File: src/rtl/udp_protocol_rx.sv
`default_nettype none
// ============================================================================
// Module   : udp_protocol_rx
// Brief    : Receive-side UDP layer. Assembles the 8-byte UDP header from the
//            IP payload nibble stream (MII nibble order), latches the four
//            header fields, streams payload nibbles into the RX data FIFO and
//            reports datagram completion (rx_done) or failure (rx_err).
//            Optional destination-port filtering is compiled in with the
//            macro UDP_PORT_FILTER_EN.
// Revision : 1.0 - initial release
// ============================================================================
module udp_protocol_rx #(
    parameter logic [15:0] LOCAL_PORT = 16'd8080,
    parameter int          LEN_W      = 16
) (
    input  logic             mii_tx_clk,
    input  logic             rst_n,
    input  logic             ip_dv,
    input  logic [3:0]       ip_da,
    input  logic             fifo_full,
    output logic             fifo_wr,
    output logic             fifo_ck,
    output logic [3:0]       fifo_da,
    output logic [15:0]      sour_port,
    output logic [15:0]      dest_port,
    output logic [LEN_W-1:0] udp_len,
    output logic [15:0]      udp_ck_sum,
    output logic             hdr_valid,
    output logic             rx_done,
    output logic             rx_err
);

    // Payload nibble counter holds (len - 8) * 2, one bit wider than the length.
    localparam int c_PCNT_W = LEN_W + 1;

`ifdef UDP_PORT_FILTER_EN
    localparam logic c_PORT_FILTER = 1'b1;
`else
    localparam logic c_PORT_FILTER = 1'b0;
`endif

    typedef enum logic [2:0] {
        S_IDLE = 3'd0,
        S_HDR  = 3'd1,
        S_PAY  = 3'd2,
        S_DONE = 3'd3,
        S_ERR  = 3'd4,
        S_DROP = 3'd5
    } state_t;

    state_t               r_state;
    state_t               w_next_state;
    logic [3:0]           r_hcnt;
    logic [3:0]           w_hcnt_nxt;
    logic [c_PCNT_W-1:0]  r_pcnt;
    logic [c_PCNT_W-1:0]  w_pcnt_nxt;
    logic                 r_armed_n;

    // Header assembly
    logic [15:0]          r_field;
    logic [15:0]          r_sour_asm;
    logic [15:0]          r_dest_asm;
    logic [LEN_W-1:0]     r_len_asm;
    logic [15:0]          w_field_done;
    logic                 w_nib_en;
    logic                 w_hdr_last;

    // Header decode
    logic                 w_len_short;
    logic                 w_len_empty;
    logic [LEN_W-1:0]     w_len_body;
    logic                 w_port_ok;

    // Registered outputs
    logic                 r_fifo_wr;
    logic [3:0]           r_fifo_da;
    logic [15:0]          r_sour_port;
    logic [15:0]          r_dest_port;
    logic [LEN_W-1:0]     r_udp_len;
    logic [15:0]          r_udp_ck_sum;
    logic                 r_hdr_valid;
    logic                 r_rx_done;
    logic                 r_rx_err;
    logic                 w_wr_nxt;
    logic                 w_done_nxt;
    logic                 w_err_nxt;

    // Fourth nibble of a field lands in [7:4]; the other three are already held.
    assign w_field_done = {r_field[15:8], ip_da, r_field[3:0]};

    assign w_len_short  = (r_len_asm <  LEN_W'(8));
    assign w_len_empty  = (r_len_asm == LEN_W'(8));
    assign w_len_body   = r_len_asm - LEN_W'(8);
    // Without filtering every destination port is accepted.
    assign w_port_ok    = !c_PORT_FILTER || (r_dest_asm == LOCAL_PORT);

    // Frame sequencing: next state, counters and end-of-frame pulses.
    always_comb begin
        w_next_state = r_state;
        w_hcnt_nxt   = r_hcnt;
        w_pcnt_nxt   = r_pcnt;
        w_nib_en     = 1'b0;
        w_hdr_last   = 1'b0;
        w_wr_nxt     = 1'b0;
        w_done_nxt   = 1'b0;
        w_err_nxt    = 1'b0;
        case (r_state)
            S_IDLE: begin
                // Header nibble 0 is consumed in the transition cycle itself.
                if (ip_dv && !r_armed_n) begin
                    w_next_state = S_HDR;
                    w_nib_en     = 1'b1;
                    w_hcnt_nxt   = 4'd1;
                end
            end
            S_HDR: begin
                if (!ip_dv) begin
                    w_next_state = S_IDLE;
                    w_err_nxt    = 1'b1;
                    w_hcnt_nxt   = 4'd0;
                end else begin
                    w_nib_en   = 1'b1;
                    w_hcnt_nxt = r_hcnt + 4'd1;
                    if (r_hcnt == 4'd15) begin
                        w_hdr_last = 1'b1;
                        w_pcnt_nxt = '0;
                        if (w_len_short) begin
                            w_next_state = S_ERR;
                        end else if (!w_port_ok) begin
                            w_next_state = S_DROP;
                        end else if (w_len_empty) begin
                            w_next_state = S_DONE;
                        end else begin
                            w_next_state = S_PAY;
                            w_pcnt_nxt   = {w_len_body, 1'b0};
                        end
                    end
                end
            end
            S_PAY: begin
                if (!ip_dv) begin
                    // Datagram shorter than its length field claims.
                    w_next_state = S_IDLE;
                    w_err_nxt    = 1'b1;
                    w_pcnt_nxt   = '0;
                end else if (fifo_full) begin
                    // Drop this nibble; the partial frame is flagged at the end.
                    w_next_state = S_ERR;
                    w_pcnt_nxt   = '0;
                end else begin
                    w_wr_nxt   = 1'b1;
                    w_pcnt_nxt = r_pcnt - c_PCNT_W'(1);
                    if (r_pcnt == c_PCNT_W'(1)) begin
                        w_next_state = S_DONE;
                    end
                end
            end
            S_DONE: begin
                // Ethernet pad nibbles are swallowed until ip_dv falls.
                if (!ip_dv) begin
                    w_next_state = S_IDLE;
                    w_done_nxt   = 1'b1;
                end
            end
            S_DROP, S_ERR: begin
                if (!ip_dv) begin
                    w_next_state = S_IDLE;
                    w_err_nxt    = 1'b1;
                end
            end
            default: begin
                w_next_state = S_IDLE;
            end
        endcase
    end

    // State, counters, arming flag and the registered pulse/strobe outputs.
    always_ff @(posedge mii_tx_clk or negedge rst_n) begin
        if (!rst_n) begin
            r_state     <= S_IDLE;
            r_hcnt      <= 4'd0;
            r_pcnt      <= '0;
            r_armed_n   <= 1'b1;
            r_fifo_wr   <= 1'b0;
            r_fifo_da   <= 4'd0;
            r_hdr_valid <= 1'b0;
            r_rx_done   <= 1'b0;
            r_rx_err    <= 1'b0;
        end else begin
            r_state     <= w_next_state;
            r_hcnt      <= w_hcnt_nxt;
            r_pcnt      <= w_pcnt_nxt;
            r_fifo_wr   <= w_wr_nxt;
            r_hdr_valid <= w_hdr_last;
            r_rx_done   <= w_done_nxt;
            r_rx_err    <= w_err_nxt;
            // A frame already in flight at reset release is ignored until
            // ip_dv has been seen low once.
            if (!ip_dv) begin
                r_armed_n <= 1'b0;
            end
            if (w_wr_nxt) begin
                r_fifo_da <= ip_da;
            end
        end
    end

    // Header nibble assembly and field latching.
    always_ff @(posedge mii_tx_clk or negedge rst_n) begin
        if (!rst_n) begin
            r_field      <= 16'd0;
            r_sour_asm   <= 16'd0;
            r_dest_asm   <= 16'd0;
            r_len_asm    <= '0;
            r_sour_port  <= 16'd0;
            r_dest_port  <= 16'd0;
            r_udp_len    <= '0;
            r_udp_ck_sum <= 16'd0;
        end else begin
            if (w_nib_en) begin
                // Wire order per field is [11:8], [15:12], [3:0], [7:4].
                case (r_hcnt[1:0])
                    2'd0: r_field[11:8]  <= ip_da;
                    2'd1: r_field[15:12] <= ip_da;
                    2'd2: r_field[3:0]   <= ip_da;
                    default: begin
                        case (r_hcnt[3:2])
                            2'd0:    r_sour_asm <= w_field_done;
                            2'd1:    r_dest_asm <= w_field_done;
                            2'd2:    r_len_asm  <= LEN_W'(w_field_done);
                            default: ;
                        endcase
                    end
                endcase
            end
            // All four fields become visible together with hdr_valid.
            if (w_hdr_last) begin
                r_sour_port  <= r_sour_asm;
                r_dest_port  <= r_dest_asm;
                r_udp_len    <= r_len_asm;
                r_udp_ck_sum <= w_field_done;
            end
        end
    end

    assign fifo_ck    = mii_tx_clk;
    assign fifo_wr    = r_fifo_wr;
    assign fifo_da    = r_fifo_da;
    assign sour_port  = r_sour_port;
    assign dest_port  = r_dest_port;
    assign udp_len    = r_udp_len;
    assign udp_ck_sum = r_udp_ck_sum;
    assign hdr_valid  = r_hdr_valid;
    assign rx_done    = r_rx_done;
    assign rx_err     = r_rx_err;

endmodule
`default_nettype wire
File: config.mk
export PLATFORM = sky130hd
export DESIGN_NAME = udp_protocol_rx
export DESIGN_NICKNAME = d
export VERILOG_FILES = /design/src/rtl/udp_protocol_rx.sv
export SDC_FILE = /design/constraint.sdc
export NUM_CORES = 1
export LEC_CHECK = 0
export BUFFER_PORTS_ARGS = -buffer_cell sky130_fd_sc_hd__clkbuf_2
export CELL_PAD_IN_SITES_DETAIL_PLACEMENT = 0
export CELL_PAD_IN_SITES_GLOBAL_PLACEMENT = 1
export CORE_UTILIZATION = 35
export CTS_CLUSTER_DIAMETER = 150
export CTS_CLUSTER_SIZE = 10
export DETAILED_ROUTE_END_ITERATION = 8
export GPL_TIMING_DRIVEN = 0
export PLACE_DENSITY = 0.71
export RECOVER_POWER = 50
export SYNTH_ARGS = -nofsm -noshare
export SYNTH_HDL_FRONTEND = slang
export SYNTH_SLANG_ARGS = --single-unit
File: constraint.sdc
create_clock -name mii_tx_clk -period 1.9 [get_ports mii_tx_clk]
set_input_delay 0.38 -clock mii_tx_clk [delete_from_list [all_inputs] [get_ports mii_tx_clk]]
set_output_delay 0.38 -clock mii_tx_clk [all_outputs]
set_load 0.01 [all_outputs]
# Word level (Yosys, flattened, before mapping)
# Cells that the tools add are included.
# W data, S select, Z words.
dict set report op_classes {
  n_lt_le_gt_ge 1
  n_eq_ne 18
  n_reduce_logical 19
  mux 32
  bitwise 1
  addsub 3
}
# op n
set ops {}
lappend ops {{$mux W17} 6}
lappend ops {{$pmux W17 S2} 1}
lappend ops {{$mux W3} 8}
lappend ops {{$eq A17 B1 Y1 const B} 1}
lappend ops {{$sub A17 B1 Y17 const B} 1}
lappend ops {{$eq A16 B4 Y1 const B} 1}
lappend ops {{$lt A16 B4 Y1 const B} 1}
lappend ops {{$sub A16 B4 Y16 const B} 1}
lappend ops {{$mux W1} 12}
lappend ops {{$pmux W3 S4} 1}
lappend ops {{$reduce_and A3 Y1} 4}
lappend ops {{$mux W4} 2}
lappend ops {{$ne A2 B2 Y1 const B} 4}
lappend ops {{$pmux W4 S2} 1}
lappend ops {{$reduce_and A2 Y1} 4}
lappend ops {{$eq A3 B2 Y1 const B} 2}
lappend ops {{$eq A3 B3 Y1 const B} 2}
lappend ops {{$reduce_or A3 Y1} 2}
lappend ops {{$add A4 B1 Y4 const B} 1}
lappend ops {{$eq A2 B1 Y1 const B} 2}
lappend ops {{$eq A2 B2 Y1 const B} 2}
lappend ops {{$eq A4 B4 Y1 const B} 1}
lappend ops {{$logic_not A2 Y1} 2}
lappend ops {{$ne A4 B4 Y1 const B} 1}
lappend ops {{10 further kinds} 11}
dict set report word_totals {
  input_bits 8
  out_inout_bits 73
  regBits 157
  elab_cells 93
}

# Longest topological paths before layout
# Gate-level depths: netlist of the first run.
dict set report depth {
  word_depth 6
  mapped_depth 9
  mapped_depth_nobuf 7
}

==> impl_metrics.py, run 1 <==
metrics = {
    "synthesis": {
        "avgSynthCellArea_um2": 10.6,
        "yosysWarnings": 0,
        "syn_inst": 639,
        "synth-seq-area-share_pct": 58.1,
        "syn_nets": 655,
        "synth_cell_types": 58,
        "netlist_area_um2": 6770,
        "synthArstFlopShare_pct": 100,
        "synth_flop_cell": "dfrtp_1",
        "synth_edf_count": 0,
        "synth_seq_cells": 157,
    },
    "timing": {
        "slew_viol_final": 0,
        "setup_tns_ns": 0,
        "fin_crit_sh_pct": 99.3,
        "rsz0062_at_grt": "true",
        "holdWs_ns": 0.114,
        "skew_ns": 0.00639,
        "fmax_mhz": 530,
        "worst_pin_slew_ns": 0.909,
        "period_needed_ns": 1.89,
        "finalHoldViolations": 0,
        "setup-violations-final": 0,
        "slew_headroom_pct": 39.4,
    },
    "worst_setup_path": {
        "rrSetupSlack_ns": 0.01,
        "path_buf_inv": 2,
        "start_kind": "flop",
        "crit_family": "simple AND/OR/NAND/NOR gates",
        "rr_worst_depth": 8,
        "critical_path_class": "reg -> reg",
        "required_ns": 2.30,
        "endpoint": "r_pcnt[16]",
        "critPathLaunch": "r_pcnt[0]",
        "rr_endpoint": "r_pcnt[16]",
        "crit_slowest_cell": "or4b_4",
        "arrival_ns": 2.29,
        "worstPathCellList": "inv_2, ha_4, or4b_4, buf_8, nor3_4, nand2_1, xor2_1, o21ai_1",
        "r2r_start": "r_pcnt[0]",
        "cp_max_fo": 3,
        "cp-end-kind": "flop",
        "path_depth": 8,
        "cpPeakStageDelay_ns": 0.46,
    },
    "worst_hold_path": {
        "min-delay-start": "ip_dv",
        "min_path_type": "in -> reg",
    },
    "die": {
        "num_io_pins": 81,
        "die_area_um2": 19900,
        "num_rows": 50,
        "core_area_um2": 18800,
        "die_w_um": 141,
        "start_util_pct": 35.9,
        "die_h_um": 141,
    },
    "clock_tree": {
        "clk_pin_slew_ns": 0.06,
        "cts_tree": "yes",
        "insertion_delay_ns": 0.54,
    },
    "power_and_ir_drop": {
        "leakage_nw": 4.43,
        "powerDensity_nw_per_um2": 1020,
        "ir_drop_mv": 0.671,
    },
    "route": {
        "drtIter0Drc": 328,
        "drtPass1Iterations": 5,
        "num_vias": 5069,
        "drt-total-wl_um": 17600,
        "drc": 0,
        "vias_per_cell": 4.86,
        "avgRoutedWirePerCell_um": 16.9,
        "ant_nets": 0,
    },
    "global_route": {
        "grtUsageTotal_pct": 19.0,
        "grt_pass1_wl_um": 28600,
        "grt-ovfl-total": 0,
        "grt_pass1_vias": 5252,
        "grt_max_degree": 100,
        "antenna_found_initial": 0,
    },
    "finish": {
        "final_area_um2": 8610,
        "num-fill-cells": 1825,
        "n_antenna_cell": 0,
        "area_growth_pct": 27.2,
        "drive_gt1_share_pct": 30.8,
        "final_cells": 1042,
        "final_nets": 785,
        "final_util_pct": 45.7,
    },
    "job": {
        "drv_cap": 0,
    },
    "placement": {
        "post-dp-hpwl_um": 11800,
        "gp_congestion": 0.817,
        "place_inst": 979,
        "dpl_cell_area_um2": 7530,
        "portBuffers": 79,
    },
    "run_status": {
        "status": "finished, final reports clean",
    },
}
## worst min-delay path by stage
stage              endpoint  slack (ns)  cells past startpoint
6_report             rx_err        0.11                      2
5_1_grt              rx_err        0.14                      2
4_1_cts              rx_err        0.10                      2
3_5_place_dp        rx_done        0.39                      1
3_3_place_gp   dest_port[0]        0.44                      2
2_1_floorplan  dest_port[0]        0.08                      0
## metal layers
layer  global-route usage [%]  wire [um]  vias to the layer above
met3                     4.86        920                       19
met2                     30.2       8540                      134
met5                        0          0                        -
li1                         -          -                     2396
met1                     25.1       7920                     2520
met4                     6.92        240                        0
## metrics by stage
step	total power, mW	worst slack (ns)
4_1_cts	8.86	-0.0277
3_3_place_gp	4.96	-2.23
6_report	8.80	0.0128
3_5_place_dp	5.02	-0.328
2_1_floorplan	4.62	0.00483
5_1_grt	9.19	-0.0428
## state kept, by name, indices dropped and copies added (netlist names), 12 cells and up
name / flops
r_pcnt: 17
r_sour_asm: 16
udp_len: 16
r_field: 12
r_dest_asm: 16
sour_port: 16
dest_port: 16
udp_ck_sum: 16
r_len_asm: 16
## power by group
group	leakage [nW]	internal, mW	switching, mW
Combinational	1.99	0.504	0.413
Sequential	2.12	3.73	0.371
Clock	0.321	2.30	1.48
Total	4.43	6.54	2.27
## cell usage in the layout, fill, tap and decap left out, types with 9 or more instances in the layout
| cell type | synthesis | final |
|---|---|---|
| nand2_1 | 220 | 219 |
| buf_4 | 2 | 25 |
| nor2_1 | 23 | 18 |
| xor2_1 | 9 | 9 |
| o21ai_0 | 20 | 17 |
| mux2_2 | 56 | 56 |
| inv_1 | 12 | 9 |
| clkbuf_16 | 0 | 21 |
| dfrtp_1 | 156 | 149 |
| clkbuf_2 | 0 | 55 |
| clkbuf_1 | 12 | 35 |
## cells by family after synthesis
kind of cell | count (synthesis) | synth area share [%]
and+or+nand+nor | 296 | 19.5
AOI/OAI and AO/OA | 57 | 5.45
adders and majority gates | 8 | 1.48
buffers and inverters | 45 | 3.46
muxes | 61 | 10.1
DFF | 157 | 58.1
xor gates and xnor gates | 15 | 1.94
## layout make-up
class	instances	area [um^2]	area share [%]
clock buffers	23	523	6.07
inverters	13	61.3	0.712
flip-flops and latches	157	3940	45.7
clock inverters	13	153	1.77
repair buffers	111	664	7.71
plain buffers	27	180	2.09
multi-input cells	438	2770	32.1
well taps	260	325	3.78
## Yosys cell counts (6+ instances only)
| cell | number | area (um^2) |
|---|---|---|
| dfrtp_1 | 156 | 3900 |
| a21oi_1 | 6 | 30.0 |
| nor3_1 | 6 | 30.0 |
| nor2_1 | 23 | 86.3 |
| clkbuf_1 | 12 | 45.0 |
| mux2_2 | 56 | 631 |
| o221ai_1 | 6 | 52.6 |
| o21ai_0 | 20 | 100 |
| nand2_1 | 220 | 826 |
| inv_1 | 12 | 45.0 |
| nand3_1 | 9 | 45.0 |
| xnor2_1 | 6 | 52.6 |
| ha_1 | 8 | 100 |
| xor2_1 | 9 | 78.8 |
| buf_2 | 12 | 60.1 |
## timing repair
action | in CTS | in global routing
setup endpoints to repair | 90 | 93
endpoints found under the hold margin | 58 | 0
gates cloned | 2 | 1
gates resized for setup | 38 | 28
hold buffers | 1 | 0
buffers inserted | 20 | 9
pin swaps | 10 | 14
No activity file was read; power rests on OpenSTA's default activity.
==> inputs of run 2 (changes only) <==
--- a/config.mk
+++ b/config.mk
@@ -13,7 +13,7 @@
 export CTS_CLUSTER_SIZE = 10
 export DETAILED_ROUTE_END_ITERATION = 8
 export GPL_TIMING_DRIVEN = 0
-export PLACE_DENSITY = 0.71
+export PLACE_DENSITY_LB_ADDON = 0.12
 export RECOVER_POWER = 50
 export SYNTH_ARGS = -nofsm -noshare
 export SYNTH_HDL_FRONTEND = slang
==> constraint.sdc (replaced) <==
create_clock -name mii_tx_clk -period 1.9 [get_ports mii_tx_clk]
set_input_delay 0.38 -clock mii_tx_clk [delete_from_list [all_inputs] [get_ports mii_tx_clk]]
set_output_delay 0.38 -clock mii_tx_clk [all_outputs]
set_load 0.05 [all_outputs]
==> impl_metrics.py, run 2 (synthesized netlist as in run 1, its figures left out) <==
metrics = {
    "job": {
        "drv_cap": 0,
    },
    "global_route": {
        "grt_pass1_vias": 5250,
        "grt_pass1_wl_um": 29800,
        "grtUsageTotal_pct": 20.3,
        "grt-ovfl-total": 0,
        "grt_max_degree": 93,
        "antenna_found_initial": 0,
    },
    "route": {
        "drtPass1Iterations": 5,
        "drc": 0,
        "ant_nets": 0,
        "drt-total-wl_um": 18800,
        "vias_per_cell": 4.84,
        "avgRoutedWirePerCell_um": 18.1,
        "num_vias": 5042,
        "drtIter0Drc": 316,
    },
    "die": {
        "die_w_um": 141,
        "die_area_um2": 19900,
        "start_util_pct": 35.9,
        "core_area_um2": 18800,
        "num_rows": 50,
        "die_h_um": 141,
        "num_io_pins": 81,
    },
    "worst_setup_path": {
        "critical_path_class": "reg -> reg",
        "worstPathCellList": "or2_4, or3_4, buf_12, inv_12, a21oi_4, buf_6, a22oi_2, o21ai_1",
        "rr_worst_depth": 8,
        "rrSetupSlack_ns": -0.004,
        "cp_max_fo": 6,
        "r2r_start": "r_state[2]",
        "arrival_ns": 2.33,
        "start_kind": "flop",
        "rr_endpoint": "r_pcnt[10]",
        "cpPeakStageDelay_ns": 0.47,
        "cp-end-kind": "flop",
        "required_ns": 2.33,
        "crit_slowest_cell": "dfrtp_2",
    },
    "worst_hold_path": {
        "min_path_type": "in -> reg",
        "min-delay-start": "ip_dv",
        "hold_end": "rx_err",
        "holdPathStages": 2,
    },
    "timing": {
        "setup_slack_ns": -0.00384,
        "fin_crit_sh_pct": 100,
        "slew_headroom_pct": 36.7,
        "setup-violations-final": 1,
        "rsz0062_at_grt": "true",
        "period_needed_ns": 1.90,
        "finalHoldViolations": 0,
        "worst_pin_slew_ns": 0.950,
        "fmax_mhz": 525,
        "setup_tns_ns": -0.00384,
        "slew_viol_final": 0,
        "skew_ns": 0.0128,
    },
    "power_and_ir_drop": {
        "powerDensity_nw_per_um2": 1020,
        "leakage_nw": 4.51,
        "ir_drop_mv": 0.615,
    },
    "finish": {
        "final_cell_mix": "nand2_1, dfrtp_1, clkbuf_2, mux2_2, buf_4",
        "largest_reg_flops": 17,
        "register_area_um2": 3940,
        "final_nets": 785,
        "drive_gt1_share_pct": 32.2,
        "layout_commonest_cell": "nand2_1",
        "area_growth_pct": 27.1,
        "num-fill-cells": 1833,
        "largest-register": "r_pcnt",
        "multi_input_area_um2": 2790,
        "n_antenna_cell": 0,
    },
    "clock_tree": {
        "clk_pin_slew_ns": 0.07,
        "cts_tree": "yes",
        "insertion_delay_ns": 0.55,
    },
    "placement": {
        "gp_congestion": 0.825,
        "place_ws_ns": -0.333,
        "post-dp-hpwl_um": 12000,
        "portBuffers": 79,
    },
    "run_status": {
        "violations": "negative setup slack",
        "status": "finished with violations",
    },
}
-- run 2: changes by cell type in the layout (fill, tap and decap cells not counted), moves of 2 or more --
cell / before / now
buf_12: 2 / 4
buf_4: 25 / 33
buf_6: 8 / 6
bufinv_16: 2 / 0
clkbuf_1: 35 / 24
clkbuf_2: 55 / 62
clkbuf_4: 4 / 2
clkbuf_8: 2 / 0
clkinvlp_4: 5 / 2
inv_6: 4 / 7
mux2_2: 56 / 51
mux2_4: 0 / 5
nor2_1: 18 / 20
o21ai_0: 17 / 15
-- run 2: per-layer routing --
metal | track usage (%) | routed length (um) | up-vias
li1 | - | - | 2390
met2 | 32.4 | 9080 | 99
met4 | 7.95 | 248 | 0
met5 | 0 | 0 | -
met1 | 26.2 | 8750 | 2537
met3 | 5.33 | 752 | 16
-- run 2: where the power goes --
group / switching, mW / internal (mW)
combinational: 0.429 / 0.503
sequential: 0.396 / 3.73
clock: 1.66 / 2.04
total: 2.48 / 6.27
-- run 2: worst max path at each step --
stage / startpoint / cells past startpoint / slack [ns] / end
floorplan: r_pcnt[0] / 8 / 0.005 / r_pcnt[12]
global placement: rst_n / 1 / -2.37 / dest_port[7]
detailed placement: r_state[1] / 8 / -0.33 / r_sour_asm[8]
CTS: r_pcnt[0] / 8 / -0.08 / r_pcnt[12]
global route: r_hcnt[1] / 9 / -0.06 / r_pcnt[10]
finish: r_state[2] / 8 / -0.004 / r_pcnt[10]
-- run 2: worst max-delay path, delay by kind of cell (launching register included) --
family,cells,cell delay (ns)
compound gates,3,0.30
buf+inv,3,0.40
flops,1,0.47
simple gates,2,0.61
-- run 2: through the flow --
stage          area, um^2  utilization, %  power (mW)  instances  hold slack [ns]
2_1_floorplan        6770               -        4.71        639           0.0844
3_3_place_gp         7490            39.8        5.07        978            0.448
3_5_place_dp         7530            40.0        5.12        979            0.431
4_1_cts              8520            45.3        8.83       1039           0.0973
5_1_grt              8600            45.7        9.13       1042            0.116
6_report             8600            45.7        8.75       1042            0.106
-- run 2: timing repair --
item,in CTS,in global routing
resized for setup,46,40
endpoints found under the hold margin,64,0
setup endpoints to repair,117,136
hold buffers,1,0
pin swaps,18,14
gates cloned,5,1
setup buffers,23,8
-- run 2: layout make-up --
type,count,area share (%)
timing repair buffer,114,7.91
multi-input combinational,438,32.4
clock inverter,14,1.41
timing repair inverter,1,0.0727
inverter,13,0.713
buffer,23,1.91
sequential,157,45.8
clock buffer,22,5.95
tap,260,3.78
==> inputs of run 3 (changes only) <==
==> config.mk (replaced) <==
export PLATFORM = sky130hd
export DESIGN_NAME = udp_protocol_rx
export DESIGN_NICKNAME = d
export VERILOG_FILES = /design/src/rtl/udp_protocol_rx.sv
export SDC_FILE = /design/constraint.sdc
export NUM_CORES = 1
export LEC_CHECK = 0
export BUFFER_PORTS_ARGS = -buffer_cell sky130_fd_sc_hd__clkbuf_2
export CORE_UTILIZATION = 20
export DETAILED_ROUTE_END_ITERATION = 8
export PLACE_DENSITY_LB_ADDON = 0.15
export RECOVER_POWER = 50
export SYNTH_ARGS = -nofsm -noshare
export SYNTH_HDL_FRONTEND = slang
export SYNTH_SLANG_ARGS = --single-unit
==> constraint.sdc (replaced) <==
create_clock -name mii_tx_clk -period 2.5 [get_ports mii_tx_clk]
set_input_delay 0.5 -clock mii_tx_clk [delete_from_list [all_inputs] [get_ports mii_tx_clk]]
set_output_delay 0.5 -clock mii_tx_clk [all_outputs]
set_load 0.05 [all_outputs]
==> impl_metrics.py, run 3 (synthesized netlist as in run 1, its figures left out) <==
metrics = {
    "timing": {
        "finalHoldViolations": 0,
        "setup_tns_ns": 0,
        "slew_viol_final": 0,
        "skew_ns": 0.0149,
        "setup-violations-final": 0,
        "slew_headroom_pct": 9.85,
        "worst_pin_slew_ns": 1.35,
        "setup_slack_ns": 0.104,
        "rsz0062_at_grt": "false",
    },
    "route": {
        "drtPass1Iterations": 4,
        "ant_nets": 0,
        "avgRoutedWirePerCell_um": 16.3,
        "drc": 0,
        "num_vias": 4775,
        "vias_per_cell": 4.03,
        "drtIter0Drc": 223,
        "drt-total-wl_um": 19300,
    },
    "power_and_ir_drop": {
        "p_total_mw": 6.46,
        "ir_drop_mv": 0.457,
        "leakage_nw": 4.18,
        "powerDensity_nw_per_um2": 784,
    },
    "global_route": {
        "grtUsageTotal_pct": 12.0,
        "grt-ovfl-total": 0,
        "grt_pass1_vias": 4951,
        "grt_pass1_wl_um": 30900,
        "antenna_found_initial": 0,
        "grt_max_degree": 71,
    },
    "die": {
        "die_h_um": 186,
        "core_area_um2": 33400,
        "start_util_pct": 20.2,
        "num_io_pins": 81,
        "die_area_um2": 34600,
        "num_rows": 67,
        "die_w_um": 186,
    },
    "finish": {
        "layout_commonest_cell": "nand2_1",
        "largest_reg_flops": 17,
        "final_nets": 741,
        "largest-register": "r_pcnt",
        "final_cell_mix": "nand2_1, dfrtp_1, mux2_2, clkbuf_2, clkbuf_1",
        "final_util_pct": 24.6,
        "area_growth_pct": 21.6,
        "n_antenna_cell": 0,
        "drive_gt1_share_pct": 23.0,
    },
    "worst_setup_path": {
        "rr_endpoint": "r_pcnt[13]",
        "required_ns": 2.00,
        "cp_max_fo": 18,
        "rr_worst_depth": 7,
        "worstPathCellList": "clkbuf_16, clkbuf_16, clkbuf_2",
        "r2r_start": "r_hcnt[0]",
        "arrival_ns": 1.90,
        "crit_slowest_cell": "clkbuf_2",
        "critical_path_class": "clk -> out",
        "start_kind": "clock port",
        "cpPeakStageDelay_ns": 0.24,
        "rrSetupSlack_ns": 0.33,
        "cp-end-kind": "primary output",
        "cpMostUsedCell": "clkbuf_16",
    },
    "clock_tree": {
        "post_cts_resized": 0,
        "clk_pin_slew_ns": 0.07,
        "holdBufCountCts": 0,
        "cts_made_buffers": 17,
        "clk_path_buf_depth": 2,
        "post-cts-setup-buffer-count": 0,
        "insertion_delay_ns": 0.44,
        "cts_tree": "yes",
        "cts_max_level": 4,
        "root_buffer": "clkbuf_16",
    },
    "worst_hold_path": {
        "min_path_type": "in -> async",
    },
    "placement": {
        "post-dp-hpwl_um": 12700,
        "place_ws_ns": 0.288,
        "gp_congestion": 0.741,
        "portBuffers": 80,
    },
    "run_status": {
        "status": "finished, final reports clean",
    },
    "job": {
        "drv_cap": 0,
    },
}
run 3: cell type report:
class                           count  area, um^2
Clock buffer                       18         430
Clock inverter                     15         160
Timing Repair Buffer               98         492
Sequential cell                   157        3930
Inverter                           13        53.8
Tap cell                          448         561
Multi-Input combinational cell    437        2610
Fill cell                        3604       25200
run 3: routing by layer:
layer | track usage, % | part of all wire (%) | vias to the layer above
met5 | 0 | 0 | -
li1 | - | - | 2288
met1 | 17.5 | 52 | 2374
met4 | 2.85 | 0.45 | 0
met2 | 17.8 | 44 | 106
met3 | 2.68 | 3.5 | 7
run 3: stage by stage:
| stage | instances | hold slack [ns] | cell area, um^2 |
|---|---|---|---|
| after floorplan | 639 | 0.204 | 6770 |
| after global placement | 1154 | 0.451 | 7740 |
| after detailed placement | 1154 | 0.451 | 7740 |
| after CTS | 1186 | 0.0286 | 8320 |
| after global routing | 1186 | 0.380 | 8230 |
| final | 1186 | 0.350 | 8230 |
run 3: worst max-delay path by stage:
stage	to	start	cells after the start
global route	udp_len[9]	rst_n	2
CTS	fifo_ck	mii_tx_clk	3
finish	fifo_ck	mii_tx_clk	3
global placement	udp_len[4]	r_hcnt[0]	6
detailed placement	udp_len[0]	r_hcnt[0]	6
floorplan	r_pcnt[12]	r_pcnt[0]	8
run 3: worst max-delay path, delay by kind of cell:
family	cells	cell delay, ns
buffers and inverters	3	0.64
run 3: power by group:
group / switching, mW / total [mW] / internal [mW]
combinational: 0.282 / 0.603 / 0.322
clock: 1.36 / 2.72 / 1.36
sequential: 0.307 / 3.13 / 2.83
total: 1.95 / 6.46 / 4.51
